### src/rtl/flash_cmd_pkg.sv
// Shared constants for the UART flash command front-end: framing characters,
// opcodes, status codes and opcode classification helpers.
package flash_cmd_pkg;

  localparam logic [7:0] CH_TILDE = 8'h7E;
  localparam logic [7:0] CH_ONE   = 8'h31;
  localparam logic [7:0] CH_UNDER = 8'h5F;
  localparam logic [7:0] CH_ACK   = 8'h61;  // 'a'
  localparam logic [7:0] CH_DATA  = 8'h6B;  // 'k'
  localparam logic [7:0] CH_FULL  = 8'h66;  // 'f'
  localparam logic [7:0] CH_CR    = 8'h0D;

  localparam logic [7:0] OP_CHIP_ERASE   = 8'hC7;
  localparam logic [7:0] OP_PAGE_ERASE   = 8'h81;
  localparam logic [7:0] OP_ARRAY_READ   = 8'hE8;
  localparam logic [7:0] OP_BUF1_TO_PAGE = 8'h83;
  localparam logic [7:0] OP_BUF2_TO_PAGE = 8'h86;
  localparam logic [7:0] OP_BUF1_WRITE   = 8'h84;
  localparam logic [7:0] OP_BUF2_WRITE   = 8'h87;
  localparam logic [7:0] OP_PROG_BUF1    = 8'h82;
  localparam logic [7:0] OP_PROG_BUF2    = 8'h85;
  localparam logic [7:0] OP_READ_ID      = 8'h9F;
  localparam logic [7:0] OP_READ_STATUS  = 8'hD7;
  localparam logic [7:0] OP_BUF1_READ    = 8'hD4;
  localparam logic [7:0] OP_BUF2_READ    = 8'hD6;

  typedef enum logic [7:0] {
    ST_OK      = 8'h00,
    ST_CRC     = 8'h01,
    ST_UNKNOWN = 8'h02,
    ST_TIMEOUT = 8'h03,
    ST_BUSY    = 8'h04
  } status_t;

  typedef enum logic [1:0] {
    RESP_STATUS,
    RESP_DATA,
    RESP_BFF
  } resp_kind_t;

  function automatic logic is_acked(input logic [7:0] op);
    case (op)
      OP_CHIP_ERASE, OP_PAGE_ERASE, OP_ARRAY_READ, OP_BUF1_TO_PAGE,
      OP_BUF2_TO_PAGE, OP_BUF1_WRITE, OP_BUF2_WRITE, OP_PROG_BUF1,
      OP_PROG_BUF2: is_acked = 1'b1;
      default:      is_acked = 1'b0;
    endcase
  endfunction

  function automatic logic is_known(input logic [7:0] op);
    case (op)
      OP_READ_ID, OP_READ_STATUS, OP_BUF1_READ, OP_BUF2_READ: is_known = 1'b1;
      default: is_known = is_acked(op);
    endcase
  endfunction

endpackage

### src/rtl/uart_resp_serializer.sv
// Serialises one response frame (status, read data or buffer-full) into a
// byte-level UART transmitter, pacing each byte on tx_busy.
module uart_resp_serializer
  import flash_cmd_pkg::*;
#(
  parameter int DATA_BYTES = 4,
  localparam int PAY_W = (DATA_BYTES >= 2) ? 8 * DATA_BYTES : 16
) (
  input  logic             clk,
  input  logic             rst,
  input  logic             load,
  input  resp_kind_t       kind,
  input  logic [PAY_W-1:0] payload,
  output logic             busy,
  output logic [7:0]       tx_data,
  output logic             tx_start,
  input  logic             tx_busy
);

  localparam int LEN   = (DATA_BYTES + 4 > 6) ? DATA_BYTES + 4 : 6;
  localparam int SR_W  = 8 * LEN;
  localparam int CNT_W = $clog2(LEN + 1);

  typedef enum logic [1:0] {S_IDLE, S_WAIT, S_START, S_GAP} sstate_t;

  sstate_t          state_reg, state_next;
  logic [SR_W-1:0]  sr_reg;
  logic [CNT_W-1:0] cnt_reg;
  logic [7:0]       tx_data_reg;
  logic             tx_start_reg;
  logic [SR_W-1:0]  frame;
  logic [CNT_W-1:0] frame_len;

  // Frames are left-aligned so the next byte is always the top of sr_reg.
  always_comb begin
    frame     = '0;
    frame_len = '0;
    case (kind)
      RESP_STATUS: begin
        frame[SR_W-1 -: 48] = {CH_TILDE, CH_ACK, CH_UNDER, payload[15:0], CH_CR};
        frame_len = CNT_W'(6);
      end
      RESP_DATA: begin
        frame[SR_W-1 -: 8*(DATA_BYTES+4)] =
          {CH_TILDE, CH_DATA, CH_UNDER, payload[8*DATA_BYTES-1:0], CH_CR};
        frame_len = CNT_W'(DATA_BYTES + 4);
      end
      RESP_BFF: begin
        frame[SR_W-1 -: 32] = {CH_TILDE, CH_FULL, CH_UNDER, CH_CR};
        frame_len = CNT_W'(4);
      end
      default: ;
    endcase
  end

  always_ff @(posedge clk) begin
    if (rst) state_reg <= S_IDLE;
    else     state_reg <= state_next;
  end

  // S_GAP skips the cycle where the transmitter may not yet show busy.
  always_comb begin
    state_next = state_reg;
    case (state_reg)
      S_IDLE:  if (load) state_next = S_WAIT;
      S_WAIT:  if (!tx_busy) state_next = S_START;
      S_START: state_next = (cnt_reg == '0) ? S_IDLE : S_GAP;
      S_GAP:   state_next = S_WAIT;
      default: state_next = S_IDLE;
    endcase
  end

  always_ff @(posedge clk) begin
    if (rst) begin
      sr_reg       <= '0;
      cnt_reg      <= '0;
      tx_data_reg  <= '0;
      tx_start_reg <= 1'b0;
    end else begin
      tx_start_reg <= 1'b0;
      if (state_reg == S_IDLE && load) begin
        sr_reg  <= frame;
        cnt_reg <= frame_len;
      end else if (state_reg == S_WAIT && !tx_busy) begin
        tx_data_reg  <= sr_reg[SR_W-1 -: 8];
        tx_start_reg <= 1'b1;
        sr_reg       <= sr_reg << 8;
        cnt_reg      <= cnt_reg - CNT_W'(1);
      end
    end
  end

  assign busy     = (state_reg != S_IDLE);
  assign tx_data  = tx_data_reg;
  assign tx_start = tx_start_reg;

endmodule

### src/rtl/flash_uart_cmd_ctrl.sv
// UART command front-end: parses checksummed command frames into a flash
// command handshake and queues status, read-data and buffer-full responses.
module flash_uart_cmd_ctrl
  import flash_cmd_pkg::*;
#(
  parameter int ADR_BYTES    = 3,
  parameter int DATA_BYTES   = 4,
  parameter int TIMEOUT_CLKS = 100000
) (
  input  logic                    clk,
  input  logic                    rst,
  input  logic [7:0]              rx_data,
  input  logic                    rx_valid,
  output logic [7:0]              tx_data,
  output logic                    tx_start,
  input  logic                    tx_busy,
  output logic                    cmd_valid,
  input  logic                    cmd_ready,
  output logic [7:0]              cmd_op,
  output logic [8*ADR_BYTES-1:0]  cmd_adr,
  input  logic                    rd_valid,
  input  logic [8*DATA_BYTES-1:0] rd_data,
  input  logic                    bff,
  output logic                    pause,
  output logic                    overrun
);

  localparam int ADR_W  = 8 * ADR_BYTES;
  localparam int DATA_W = 8 * DATA_BYTES;
  localparam int PAY_W  = (DATA_BYTES >= 2) ? DATA_W : 16;
  localparam int IDX_W  = $clog2(ADR_BYTES + 2);
  localparam int TMO_W  = $clog2(TIMEOUT_CLKS + 1);

  typedef enum logic [1:0] {P_HUNT, P_PAYLOAD, P_CHECK} pstate_t;

  pstate_t          pstate_reg, pstate_next;
  logic [23:0]      hdr_sr_reg;
  logic [IDX_W-1:0] idx_reg;
  logic [7:0]       sum_reg, op_reg;
  logic [ADR_W-1:0] adr_reg;
  logic             csum_ok_reg;
  logic [TMO_W-1:0] tmo_reg;

  logic             cmd_valid_reg;
  logic [7:0]       cmd_op_reg;
  logic [ADR_W-1:0] cmd_adr_reg;

  logic             st_pend_reg, data_pend_reg, bff_pend_reg, overrun_reg;
  status_t          st_code_reg;
  logic [7:0]       st_op_reg;
  logic [DATA_W-1:0] data_reg;

  logic [23:0] hdr_shift;
  logic        hdr_hit, last_byte, tmo_hit, chk_run, chk_accept, handshake;
  logic        st_set;
  status_t     st_code_next;
  logic [7:0]  st_op_next;
  logic        take_status, take_data, take_bff, ser_load, ser_busy;
  resp_kind_t  ser_kind;
  logic [PAY_W-1:0] ser_payload;

  assign hdr_shift = {hdr_sr_reg[15:0], rx_data};
  assign hdr_hit   = rx_valid && (hdr_shift == {CH_TILDE, CH_ONE, CH_UNDER});
  assign last_byte = rx_valid && !hdr_hit && (idx_reg == IDX_W'(ADR_BYTES + 1));
  assign tmo_hit   = (pstate_reg == P_PAYLOAD) && !rx_valid && (tmo_reg == TMO_W'(TIMEOUT_CLKS));
  assign chk_run   = (pstate_reg == P_CHECK);
  assign chk_accept = chk_run && csum_ok_reg && is_known(op_reg) && !cmd_valid_reg;
  assign handshake = cmd_valid_reg && cmd_ready;

  always_ff @(posedge clk) begin
    if (rst) pstate_reg <= P_HUNT;
    else     pstate_reg <= pstate_next;
  end

  always_comb begin
    pstate_next = pstate_reg;
    case (pstate_reg)
      P_HUNT:    if (hdr_hit) pstate_next = P_PAYLOAD;
      P_PAYLOAD: begin
        if (tmo_hit)        pstate_next = P_HUNT;
        else if (last_byte) pstate_next = P_CHECK;
      end
      P_CHECK:   pstate_next = hdr_hit ? P_PAYLOAD : P_HUNT;
      default:   pstate_next = P_HUNT;
    endcase
  end

  // Byte 0 is the opcode, then address bytes, then the checksum byte.
  always_ff @(posedge clk) begin
    if (rst) begin
      hdr_sr_reg  <= '0;
      idx_reg     <= '0;
      sum_reg     <= '0;
      op_reg      <= '0;
      adr_reg     <= '0;
      csum_ok_reg <= 1'b0;
      tmo_reg     <= '0;
    end else begin
      if (rx_valid) hdr_sr_reg <= hdr_shift;
      if (hdr_hit) begin
        idx_reg <= '0;
        sum_reg <= '0;
        tmo_reg <= '0;
      end else if (pstate_reg == P_PAYLOAD && rx_valid) begin
        idx_reg <= idx_reg + IDX_W'(1);
        tmo_reg <= '0;
        if (idx_reg == '0) begin
          op_reg  <= rx_data;
          sum_reg <= sum_reg + rx_data;
        end else if (idx_reg <= IDX_W'(ADR_BYTES)) begin
          adr_reg <= (adr_reg << 8) | ADR_W'(rx_data);
          sum_reg <= sum_reg + rx_data;
        end else begin
          csum_ok_reg <= (rx_data == sum_reg);
        end
      end else if (pstate_reg == P_PAYLOAD) begin
        tmo_reg <= tmo_reg + TMO_W'(1);
      end
    end
  end

  always_ff @(posedge clk) begin
    if (rst) begin
      cmd_valid_reg <= 1'b0;
      cmd_op_reg    <= '0;
      cmd_adr_reg   <= '0;
    end else if (chk_accept) begin
      cmd_valid_reg <= 1'b1;
      cmd_op_reg    <= op_reg;
      cmd_adr_reg   <= adr_reg;
    end else if (handshake) begin
      cmd_valid_reg <= 1'b0;
    end
  end

  // Parser outcomes take precedence over an OK ack raised in the same cycle.
  always_comb begin
    st_set       = 1'b0;
    st_code_next = ST_OK;
    st_op_next   = cmd_op_reg;
    if (handshake && is_acked(cmd_op_reg)) st_set = 1'b1;
    if (tmo_hit) begin
      st_set       = 1'b1;
      st_code_next = ST_TIMEOUT;
      st_op_next   = op_reg;
    end else if (chk_run && !chk_accept) begin
      st_set     = 1'b1;
      st_op_next = op_reg;
      if (!csum_ok_reg)           st_code_next = ST_CRC;
      else if (!is_known(op_reg)) st_code_next = ST_UNKNOWN;
      else                        st_code_next = ST_BUSY;
    end
  end

  always_comb begin
    take_status = 1'b0;
    take_data   = 1'b0;
    take_bff    = 1'b0;
    ser_kind    = RESP_STATUS;
    ser_payload = PAY_W'({st_code_reg, st_op_reg});
    if (!ser_busy) begin
      if (st_pend_reg) begin
        take_status = 1'b1;
      end else if (data_pend_reg) begin
        take_data   = 1'b1;
        ser_kind    = RESP_DATA;
        ser_payload = PAY_W'(data_reg);
      end else if (bff_pend_reg) begin
        take_bff = 1'b1;
        ser_kind = RESP_BFF;
      end
    end
  end
  assign ser_load = take_status | take_data | take_bff;

  // New events win over a same-cycle take so nothing is dropped.
  always_ff @(posedge clk) begin
    if (rst) begin
      st_pend_reg   <= 1'b0;
      st_code_reg   <= ST_OK;
      st_op_reg     <= '0;
      data_pend_reg <= 1'b0;
      data_reg      <= '0;
      bff_pend_reg  <= 1'b0;
      overrun_reg   <= 1'b0;
    end else begin
      if (st_set) begin
        st_pend_reg <= 1'b1;
        st_code_reg <= st_code_next;
        st_op_reg   <= st_op_next;
      end else if (take_status) begin
        st_pend_reg <= 1'b0;
      end
      if (rd_valid) begin
        data_pend_reg <= 1'b1;
        data_reg      <= rd_data;
        if (data_pend_reg && !take_data) overrun_reg <= 1'b1;
      end else if (take_data) begin
        data_pend_reg <= 1'b0;
      end
      if (bff)           bff_pend_reg <= 1'b1;
      else if (take_bff) bff_pend_reg <= 1'b0;
    end
  end

  uart_resp_serializer #(.DATA_BYTES(DATA_BYTES)) u_ser (
    .clk      (clk),
    .rst      (rst),
    .load     (ser_load),
    .kind     (ser_kind),
    .payload  (ser_payload),
    .busy     (ser_busy),
    .tx_data  (tx_data),
    .tx_start (tx_start),
    .tx_busy  (tx_busy)
  );

  assign cmd_valid = cmd_valid_reg;
  assign cmd_op    = cmd_op_reg;
  assign cmd_adr   = cmd_adr_reg;
  assign pause     = ser_busy;
  assign overrun   = overrun_reg;

endmodule

### config.mk
export PLATFORM = sky130hd
export DESIGN_NAME = flash_uart_cmd_ctrl
export DESIGN_NICKNAME = d
export VERILOG_FILES = /design/src/rtl/flash_cmd_pkg.sv /design/src/rtl/uart_resp_serializer.sv /design/src/rtl/flash_uart_cmd_ctrl.sv
export SDC_FILE = /design/constraint.sdc
export NUM_CORES = 1
export LEC_CHECK = 0
export CORE_MARGIN = 10
export CORE_UTILIZATION = 55
export CTS_CLUSTER_SIZE = 12
export DETAILED_ROUTE_END_ITERATION = 12
export MAX_ROUTING_LAYER = met4
export PLACE_DENSITY = 0.81
export REMOVE_ABC_BUFFERS = 1
export SLEW_MARGIN = 20
export SYNTH_ARGS = -nofsm -noshare
export SYNTH_HDL_FRONTEND = slang
export SYNTH_SLANG_ARGS = --single-unit
### constraint.sdc
create_clock -name clk -period 3 [get_ports clk]
set_input_delay 0.6 -clock clk [delete_from_list [all_inputs] [get_ports clk]]
set_output_delay 0.6 -clock clk [all_outputs]
set_load 0.05 [all_outputs]
== After elaboration in Yosys (flattened, before gate mapping) ==
Index checks and enable logic that the tools add are counted.
W data, S select, Z words.

* Bitwise gates (word level): 7
* Add/sub/neg operators: 4
* Muxes and demuxes: 59
* Equal/unequal tests: 37
* $lt $le $gt $ge: 1
* Reduce and logical (&&, ||, !) cells: 47

{| class="wikitable"
|+ Operator list
! kind !! count
|-
| $eq A8 B8 Y1 const B || 22
|-
| $mux W64 || 2
|-
| $mux W32 || 3
|-
| $pmux W31 S3 || 1
|-
| $mux W8 || 4
|-
| $pmux W16 S2 || 1
|-
| $mux W1 || 28
|-
| $eq A24 B23 Y1 const B || 1
|-
| $or A24 B8 Y24 || 1
|-
| $mux W2 || 10
|-
| $reduce_or A9 Y1 || 2
|-
| $add A17 B1 Y17 const B || 1
|-
| $eq A17 B17 Y1 const B || 1
|-
| $mux W16 || 1
|-
| $logic_and A1 B1 Y1 || 15
|-
| $reduce_bool A2 Y1 || 7
|-
| $mux W3 || 4
|-
| $pmux W4 S3 || 1
|-
| $reduce_and A2 Y1 || 5
|-
| $add A8 B8 Y8 || 1
|-
| $eq A2 B2 Y1 const B || 4
|-
| $eq A8 B8 Y1 || 1
|-
| $mux W4 || 2
|-
| $pmux W2 S4 || 1
|-
| 20 further kinds || 36
|}

* Bits of input ports: 47
* Output and inout bits: 44
* Bits in registers: 243
* Logic and storage cells: 178

== Longest topological paths before layout ==
Gate-level depths: netlist (run 1).

* Depth in word-level cells: 14
* Gate-level depth with buffers: 12
* Depth with buffers taken out: 11

== By module ==
Synthesis (run 1) repeated with hierarchy kept, for this count alone.

* Cell total of the unflattened synthesis: 1116
* Area total of the unflattened synthesis: 10113.4 µm²

{| class="wikitable"
|+ Modules (own cells, without submodules)
! module !! cells an instance !! sequential area each (µm²) !! area an instance (µm²) !! times used
|-
| flash_uart_cmd_ctrl || 729 || 3183.1 || 6872.8 || 1
|-
| uart_resp_serializer || 387 || 1441.4 || 3240.6 || 1
|}

== Least setup slack after synthesis (run 1) ==
OpenSTA, ideal clock, no wires.

* Path type: in2reg
* Start point: input port rx_data[7]
* End point: register tmo_reg[11]
* Arrival: 2.459 ns
* Data required time: 2.885 ns
* Library setup time: 0.115 ns
* Buffers on the path: 1
* Stages: 7
* Slack: 0.427 ns
* Cells stage by stage: or4b_1 -> or4_4 -> nor3_4 -> o21ai_0 -> nand2_2 -> buf_4 -> nor2_1

* Word-level cells in the longest chain between the ends: 3

{| class="wikitable"
|+ Ends and longest elaborated chain
! element !! line !! RTL
|-
| start, declared || flash_uart_cmd_ctrl.sv:12 || <nowiki>input logic [7:0] rx_data,</nowiki>
|-
| $eq A24 B23 Y1 || flash_uart_cmd_ctrl.sv:63 || <nowiki>assign hdr_hit = rx_valid && (hdr_shift == {CH_TILDE, CH_ONE, CH_UNDER});</nowiki>
|-
| $logic_and A1 B1 Y1 || flash_uart_cmd_ctrl.sv:63 ||
|-
| $reduce_or A3 Y1 (no line) || -- ||
|-
| end signal, assigned || flash_uart_cmd_ctrl.sv:117 || <nowiki>tmo_reg <= tmo_reg + TMO_W'(1);</nowiki>
|-
| end, declared || flash_uart_cmd_ctrl.sv:42 || <nowiki>logic [TMO_W-1:0] tmo_reg;</nowiki>
|}

No other way between the ends.
A chain may end at the register's enable or synchronous reset.

== Worst setup path after layout (run 1) ==
* Start point: register u_ser.state_reg[1]
* End point: output port pause

* Word-level cells in the longest chain between the ends: 1

{| class="wikitable"
|+ Ends and longest elaborated chain
! element !! line !! RTL
|-
| start, declared || uart_resp_serializer.sv:26 || <nowiki>sstate_t state_reg, state_next;</nowiki>
|-
| start signal, assigned || uart_resp_serializer.sv:58 || <nowiki>else state_reg <= state_next;</nowiki>
|-
| $reduce_bool A2 Y1 || uart_resp_serializer.sv:93 || <nowiki>assign busy = (state_reg != S_IDLE);</nowiki>
|-
| end, declared || flash_uart_cmd_ctrl.sv:24 || <nowiki>output logic pause,</nowiki>
|}

No other way between the ends.

==> flow_metrics.env, run 1 <==
export IMPL_outcome="completed"
export IMPL_critical_path_peak_fanout=5
export IMPL_cts_hold_buffers_added=0
export IMPL_met3RoutedLength_mm=1.340
export IMPL_critical_path_most_common_cell="sky130_fd_sc_hd__inv_1"
export IMPL_numPortBuffers=90
export IMPL_slew_violations=0
export IMPL_synthesis_yosys_warnings=0
export IMPL_clock_sinks=231
export IMPL_post_drt_via_cell_ratio=5.680
export IMPL_p_sw_mw=1.844
export IMPL_cts_buffers=24
export IMPL_achievable_frequency_mhz=361.5
export IMPL_worstPathArrival_ns=2.17
export IMPL_synth_top_cells_by_area="sky130_fd_sc_hd__dfxtp_1 (47%), sky130_fd_sc_hd__mux2i_1 (12%), sky130_fd_sc_hd__nor2_1 (8.0%), sky130_fd_sc_hd__nand2_1 (5.1%), sky130_fd_sc_hd__a21oi_1 (3.4%)"
export IMPL_insertedDiodeCount=0
export IMPL_setup_slack_ns=0.2340
export IMPL_postLayoutCoreUtil_pct=67.56
export IMPL_total_leakage_power_nw=4.617
export IMPL_netlist_area_leader_share_pct=47.43
export IMPL_cts_repair_resize_count=0
export IMPL_cts_root_buf="sky130_fd_sc_hd__clkbuf_16"
export IMPL_first_global_vias=7979
export IMPL_period_needed_ns=2.766
export IMPL_finalWeightedCongestion=0.8741
export IMPL_number_of_design_rule_violations_left_after_detail_routing=0
export IMPL_post_cts_setup_buffer_count=0
export IMPL_drive_gt1_share_pct=7.858
export IMPL_worstPathCellList="inv_1 -> ha_1 -> inv_1 -> clkdlybuf4s50_1"
export IMPL_netlist_area_sq_mm=0.009749
export IMPL_drt_iter0_drc=573
export IMPL_synth_async_reset_ratio_pct=0
export IMPL_worst_ir_drop_vdd_mv=0.4066
export IMPL_route_detailed_wl_per_inst_um=16.68
export IMPL_hold_class="reg2reg"
export IMPL_finalHoldViolations=0
export IMPL_power_frac_comb_pct=13.3
export IMPL_worstSetupStartpointType="register"
export IMPL_power_per_cell_area_mw_per_mm2=605.1
export IMPL_timing_final_crit_share_pct=92.20
export IMPL_ys_flop_type="sky130_fd_sc_hd__dfxtp_1"
export IMPL_netlist_instances=1106
export IMPL_cts_tree="done"
export IMPL_ctsHtreeMaxLevel=1
export IMPL_synth_seq_area_share_pct=47.43
export IMPL_grt_overflow_total=0
export IMPL_largest_register_ffs=57
export IMPL_worst_r2r_setup_slack_ns=0.54
export IMPL_pin_count_of_the_biggest_net_entering_global_routing=62
export IMPL_max_slew_margin_rel_pct=47.36
export IMPL_cap_viol_max_count=0
export IMPL_synth_lib_cells_used_distinct=63
export IMPL_critPathRequiredTime_ns=2.40
export IMPL_timing_clock_skew_ns=0.007825
export IMPL_die_height_um=153.1
export IMPL_drt_pass1_iterations=5
export IMPL_wl_met1_mm=10.59
export IMPL_synth_edff_count=0
export IMPL_io_pins=91
export IMPL_route_antenna_remaining_nets=0
export IMPL_area_growth_synth_to_final_pct=20.28
export IMPL_grt_total_usage_pct=19.98
export IMPL_die_x_um=153.1
export IMPL_synth_area_per_cell_sq_um=8.815
export IMPL_intPower_mw=5.251
export IMPL_crit_path_max_cell_delay_ns=0.85
export IMPL_place_ws_ns=-0.1179
export IMPL_fp_dieArea_sq_mm=0.02345
export IMPL_clkPwrFrac_pct=39.5
export IMPL_worst_setup_path_type="reg2out"
export IMPL_total_number_of_placement_rows=48
export IMPL_flip_flop_and_latch_count_after_synthesis=231
export IMPL_rsz0062_at_grt="false"
export IMPL_antenna_found_initial=0
export IMPL_routed_top_layer="met4"
export IMPL_clock_insertion_delay_worst_skew_ns=0.51
export IMPL_synth_cell_count_leaders="sky130_fd_sc_hd__dfxtp_1 (231), sky130_fd_sc_hd__nor2_1 (208), sky130_fd_sc_hd__nand2_1 (133)"
export IMPL_yosysMostFrequentCell="sky130_fd_sc_hd__dfxtp_1"
export IMPL_endpoint_kind="primary output"
export IMPL_power_total_mw=7.095
export IMPL_met2_length_mm=11.19
export IMPL_routed_wirelength_mm=23.91
export IMPL_first_pass_grt_wire_length_mm=39.41
export IMPL_worstMarginPinSlew_ns=0.7853
export IMPL_initial_utilization_pct=56.17
export IMPL_net_sw_share_pct=25.99
export IMPL_timing_critical_path_slowest_stage_cell="sky130_fd_sc_hd__clkdlybuf4s50_1"
export IMPL_power_frac_seq_pct=47.2
export IMPL_fin_nets=1268
export IMPL_core_area_sq_mm=0.01736
export IMPL_synthDominantAreaCellType="sky130_fd_sc_hd__dfxtp_1"
export IMPL_clock_path_buffers=3
export IMPL_clk_transition_reported_paths_ns=0.06
export IMPL_via_count=8145
export IMPL_detailedPlacementHpwl_mm=16.28
export IMPL_finalSetupViolCount=0
==> worst max-delay path: cells and delay by family, from the launching register on <==
family | cells | cell delay [ns]
buffers and inverters | 3 | 1.05
adders and majority gates | 1 | 0.24
DFF | 1 | 0.35
==> stage by stage <==
step,instance area (sq um),hold WS (ns),setup TNS [ns],cells
2_1_floorplan,9485,0.4260,-18.61,1042
3_3_place_gp,11000,0.4397,-2.270,1398
3_5_place_dp,11000,0.4434,-3.472,1398
4_1_cts,11730,0.4521,0,1434
5_1_grt,11730,0.4726,0,1434
6_report,11730,0.4503,0,1434
==> cells in the final DEF, fill, tap and decap left out, types with 4 or more instances in the layout <==
cell type                         count
sky130_fd_sc_hd__clkbuf_1             5
sky130_fd_sc_hd__nand3b_1             4
sky130_fd_sc_hd__nand2b_1             5
sky130_fd_sc_hd__o31ai_1              6
sky130_fd_sc_hd__o211ai_1             5
sky130_fd_sc_hd__o21ai_0             32
sky130_fd_sc_hd__nor4_1               7
sky130_fd_sc_hd__nand2_1            133
sky130_fd_sc_hd__ha_1                21
sky130_fd_sc_hd__nand4b_1             4
sky130_fd_sc_hd__nor3b_1              4
sky130_fd_sc_hd__buf_4               40
sky130_fd_sc_hd__clkdlybuf4s50_1     88
sky130_fd_sc_hd__a211oi_1            18
sky130_fd_sc_hd__nor4b_1              5
sky130_fd_sc_hd__nor3_1               8
sky130_fd_sc_hd__nor2_1             208
sky130_fd_sc_hd__nand4_1              5
sky130_fd_sc_hd__clkbuf_16           25
sky130_fd_sc_hd__mux2i_1            118
sky130_fd_sc_hd__inv_1               28
sky130_fd_sc_hd__xor2_1              14
sky130_fd_sc_hd__mux2_2               4
sky130_fd_sc_hd__a22oi_1             12
sky130_fd_sc_hd__nand3_1             22
sky130_fd_sc_hd__dfxtp_1            231
sky130_fd_sc_hd__xnor2_1             12
sky130_fd_sc_hd__a31oi_1             17
sky130_fd_sc_hd__a21oi_1             67
==> routing by layer <==
layer / vias up / GRT usage, %
li1: 3977 / -
met1: 3871 / 24.42
met2: 235 / 32.55
met3: 62 / 3.311
met4: 0 / 7.357
met5: - / -
==> final timing paths <==
path                                    startpoint               end  depth (start not counted)
worst min-delay path              u_ser.sr_reg[62]  u_ser.tx_data[6]                          2
worst min register to register    u_ser.sr_reg[62]  u_ser.tx_data[6]                          2
worst max register to register       hdr_sr_reg[7]       adr_reg[11]                          8
worst max-delay path            u_ser.state_reg[1]             pause                          4
==> cell families after synthesis <==
group / share of synthesized area [%]
DFF: 47.43
muxes: 12.58
adders and majority gates: 2.900
and+or+nand+nor: 19.08
buffers and inverters: 3.786
AOI/OAI and AO/OA: 11.88
xor gates and xnor gates: 2.336
==> power by group through the flow <==
stage	logic [mW]	clock network [mW]	registers (mW)
detailed placement	0.927	0	3.41
finish	0.943	2.80	3.35
global route	1.04	2.96	3.36
global placement	0.910	0	3.40
floorplan	0.538	0	3.40
CTS	0.939	2.84	3.35
==> area by class of cell <==
cell class	instances	area, sq um
Fill cell	1361	5630
Multi-Input combinational cell	783	4763
Sequential cell	231	4624
Timing Repair Buffer	131	1226
Clock buffer	33	685.7
Tap cell	225	281.5
Inverter	28	105.1
Clock inverter	3	40.04
Power figures use the tool's default switching activity.
==> run 2, diff against run 1 <==
SLEW_MARGIN = not set   (was 20)
==> results of run 2 <==
The final DEF is identical to that of run 1; final timing and power are the same.
==> run 3, diff against run 2 <==
CORE_UTILIZATION = 54   (was 55)
PLACE_DENSITY = 0.8   (was 0.81)
SLEW_MARGIN = 30   (was not set)
==> run 3 against run 2 <==
  * Sequential share of layout area down 0.54 points
  * Cell count up 0.77%
  * Clock skew up 0.0040 ns
  * Utilization down 0.91 points
  * Global-route usage down 0.11 points
  * Register-to-register slack worse by 0.03 ns
  * Sequential cell count unchanged
  * Wire length down 0.11%
  * Non-clock buffer count down 1
  * Critical path type unchanged
==> flow_metrics.env, run 3 (same netlist as run 1, synthesis figures left out) <==
export IMPL_largest_register_ffs=57
export IMPL_grt_total_usage_pct=19.87
export IMPL_critPathRequiredTime_ns=2.40
export IMPL_worst_setup_path_type="reg2out"
export IMPL_layout_common_cells="sky130_fd_sc_hd__dfxtp_1 (231), sky130_fd_sc_hd__nor2_1 (208), sky130_fd_sc_hd__nand2_1 (132)"
export IMPL_ctsHtreeMaxLevel=1
export IMPL_power_frac_seq_pct=45.0
export IMPL_clock_sinks=231
export IMPL_timing_critical_path_slowest_stage_cell="sky130_fd_sc_hd__clkdlybuf4s50_1"
export IMPL_power_frac_comb_pct=12.5
export IMPL_outcome="completed"
export IMPL_worstPathCellList="inv_1 -> ha_1 -> inv_1 -> clkdlybuf4s50_1"
export IMPL_critical_path_peak_fanout=5
export IMPL_slew_violations=0
export IMPL_area_growth_synth_to_final_pct=21.96
export IMPL_first_global_vias=7860
export IMPL_cts_hold_buffers_added=0
export IMPL_worstPathBufferInverterCount=3
export IMPL_cts_root_buf="sky130_fd_sc_hd__clkbuf_16"
export IMPL_routed_wirelength_mm=23.89
export IMPL_die_height_um=154.4
export IMPL_hold_class="reg2reg"
export IMPL_drive_gt1_share_pct=8.553
export IMPL_fp_dieArea_sq_mm=0.02383
export IMPL_timing_final_crit_share_pct=91.94
export IMPL_insertedDiodeCount=0
export IMPL_post_drt_via_cell_ratio=5.559
export IMPL_finalWeightedCongestion=0.8728
export IMPL_finalSetupViolCount=0
export IMPL_io_pins=91
export IMPL_clkPwrFrac_pct=42.4
export IMPL_intPower_mw=5.549
export IMPL_clock_insertion_delay_worst_skew_ns=0.52
export IMPL_pin_count_of_the_biggest_net_entering_global_routing=178
export IMPL_total_leakage_power_nw=4.692
export IMPL_drt_pass1_iterations=6
export IMPL_max_slew_margin_rel_pct=39.54
export IMPL_crit_path_max_cell_delay_ns=0.85
export IMPL_post_cts_setup_buffer_count=0
export IMPL_number_of_design_rule_violations_left_after_detail_routing=0
export IMPL_antenna_found_initial=0
export IMPL_core_area_sq_mm=0.01784
export IMPL_first_pass_grt_wire_length_mm=39.45
export IMPL_endpoint_kind="primary output"
export IMPL_detailedPlacementHpwl_mm=16.14
export IMPL_net_sw_share_pct=25.29
export IMPL_timing_clock_skew_ns=0.01187
export IMPL_cts_buffers=26
export IMPL_cts_repair_resize_count=0
export IMPL_worst_ir_drop_vdd_mv=0.4712
export IMPL_clk_transition_reported_paths_ns=0.06
export IMPL_p_sw_mw=1.879
export IMPL_clock_path_buffers=3
export IMPL_most_common_cell_after_layout_fill_and_taps_aside="sky130_fd_sc_hd__dfxtp_1"
export IMPL_numPortBuffers=90
export IMPL_finalHoldViolations=0
export IMPL_worstMarginPinSlew_ns=0.9036
export IMPL_via_count=8033
export IMPL_initial_utilization_pct=54.65
export IMPL_worst_path_dominant_cell_family="buffers and inverters"
export IMPL_drt_iter0_drc=503
export IMPL_tns_ns=0
export IMPL_rsz0062_at_grt="false"
export IMPL_fin_nets=1269
export IMPL_achievable_frequency_mhz=362.6
export IMPL_cap_viol_max_count=0
export IMPL_critical_path_most_common_cell="sky130_fd_sc_hd__inv_1"
export IMPL_route_detailed_wl_per_inst_um=16.53
export IMPL_total_number_of_placement_rows=49
export IMPL_cts_tree="done"
export IMPL_worstPathArrival_ns=2.16
export IMPL_power_per_cell_area_mw_per_mm2=624.7
export IMPL_worstSetupStartpointType="register"
export IMPL_die_x_um=154.4
export IMPL_route_antenna_remaining_nets=0
export IMPL_period_needed_ns=2.758
export IMPL_grt_overflow_total=0
export IMPL_power_total_mw=7.428
## run 3: changes by cell type in the layout (fill, tap and decap cells not counted), sizes merged
| cell | change |
|---|---|
| clkbuf | +4 |
| clkinv | +2 |
| buf | -1 |
| bufinv | +1 |
| inv | +1 |
## run 3: final timing paths
kind                                    startpoint                to  slack (ns)  cells after the start
worst max-delay path            u_ser.state_reg[1]             pause        0.24                      4
worst min-delay path              u_ser.tx_data[5]  u_ser.tx_data[5]        0.45                      2
worst max register to register           op_reg[1]      st_op_reg[4]        0.51                      6
worst min register to register    u_ser.tx_data[5]  u_ser.tx_data[5]        0.45                      2
## run 3: stage by stage
stage / setup slack [ns] / util [%] / cells / cell area [sq um] / hold slack (ns)
after floorplan: -0.5600 / - / 1042 / 9485 / 0.4260
after global placement: -0.04799 / 61.80 / 1401 / 11030 / 0.4405
after detailed placement: -0.09027 / 61.80 / 1401 / 11030 / 0.4460
after CTS: 0.2154 / 66.65 / 1445 / 11890 / 0.4500
after global routing: 0.1459 / 66.65 / 1445 / 11890 / 0.4631
final: 0.2418 / 66.65 / 1445 / 11890 / 0.4510
## run 3: worst register-to-register path, delay by kind of cell, from the launching register on
family	cells	cell delay, ns
and+or+nand+nor	1	0.39
AOI/OAI and AO/OA	5	1.51
DFF	1	0.47
## run 3: area by class of cell
type	count	area, sq um
multi-input combinational	783	4766
clock inverter	7	91.34
fill	1436	5951
tap	229	286.5
sequential	231	4624
inverter	28	105.1
clock buffer	37	773.2
timing repair buffer	130	1244
## run 3: per-layer routing
metal | GRT usage (%) | vias up | routed length [um]
met3 | 3.966 | 48 | 1506
met4 | 5.668 | 0 | 620
met5 | - | - | 0
met1 | 24.39 | 3750 | 10410
li1 | - | 3986 | -
met2 | 32.54 | 249 | 11350
## run 3: power groups by stage
stage | sequential (mW) | combinational [mW] | clock, mW
2_1_floorplan | 3.40 | 0.538 | 0
3_3_place_gp | 3.40 | 0.912 | 0
3_5_place_dp | 3.41 | 0.927 | 0
4_1_cts | 3.34 | 0.933 | 3.21
5_1_grt | 3.36 | 1.04 | 3.34
6_report | 3.34 | 0.932 | 3.15
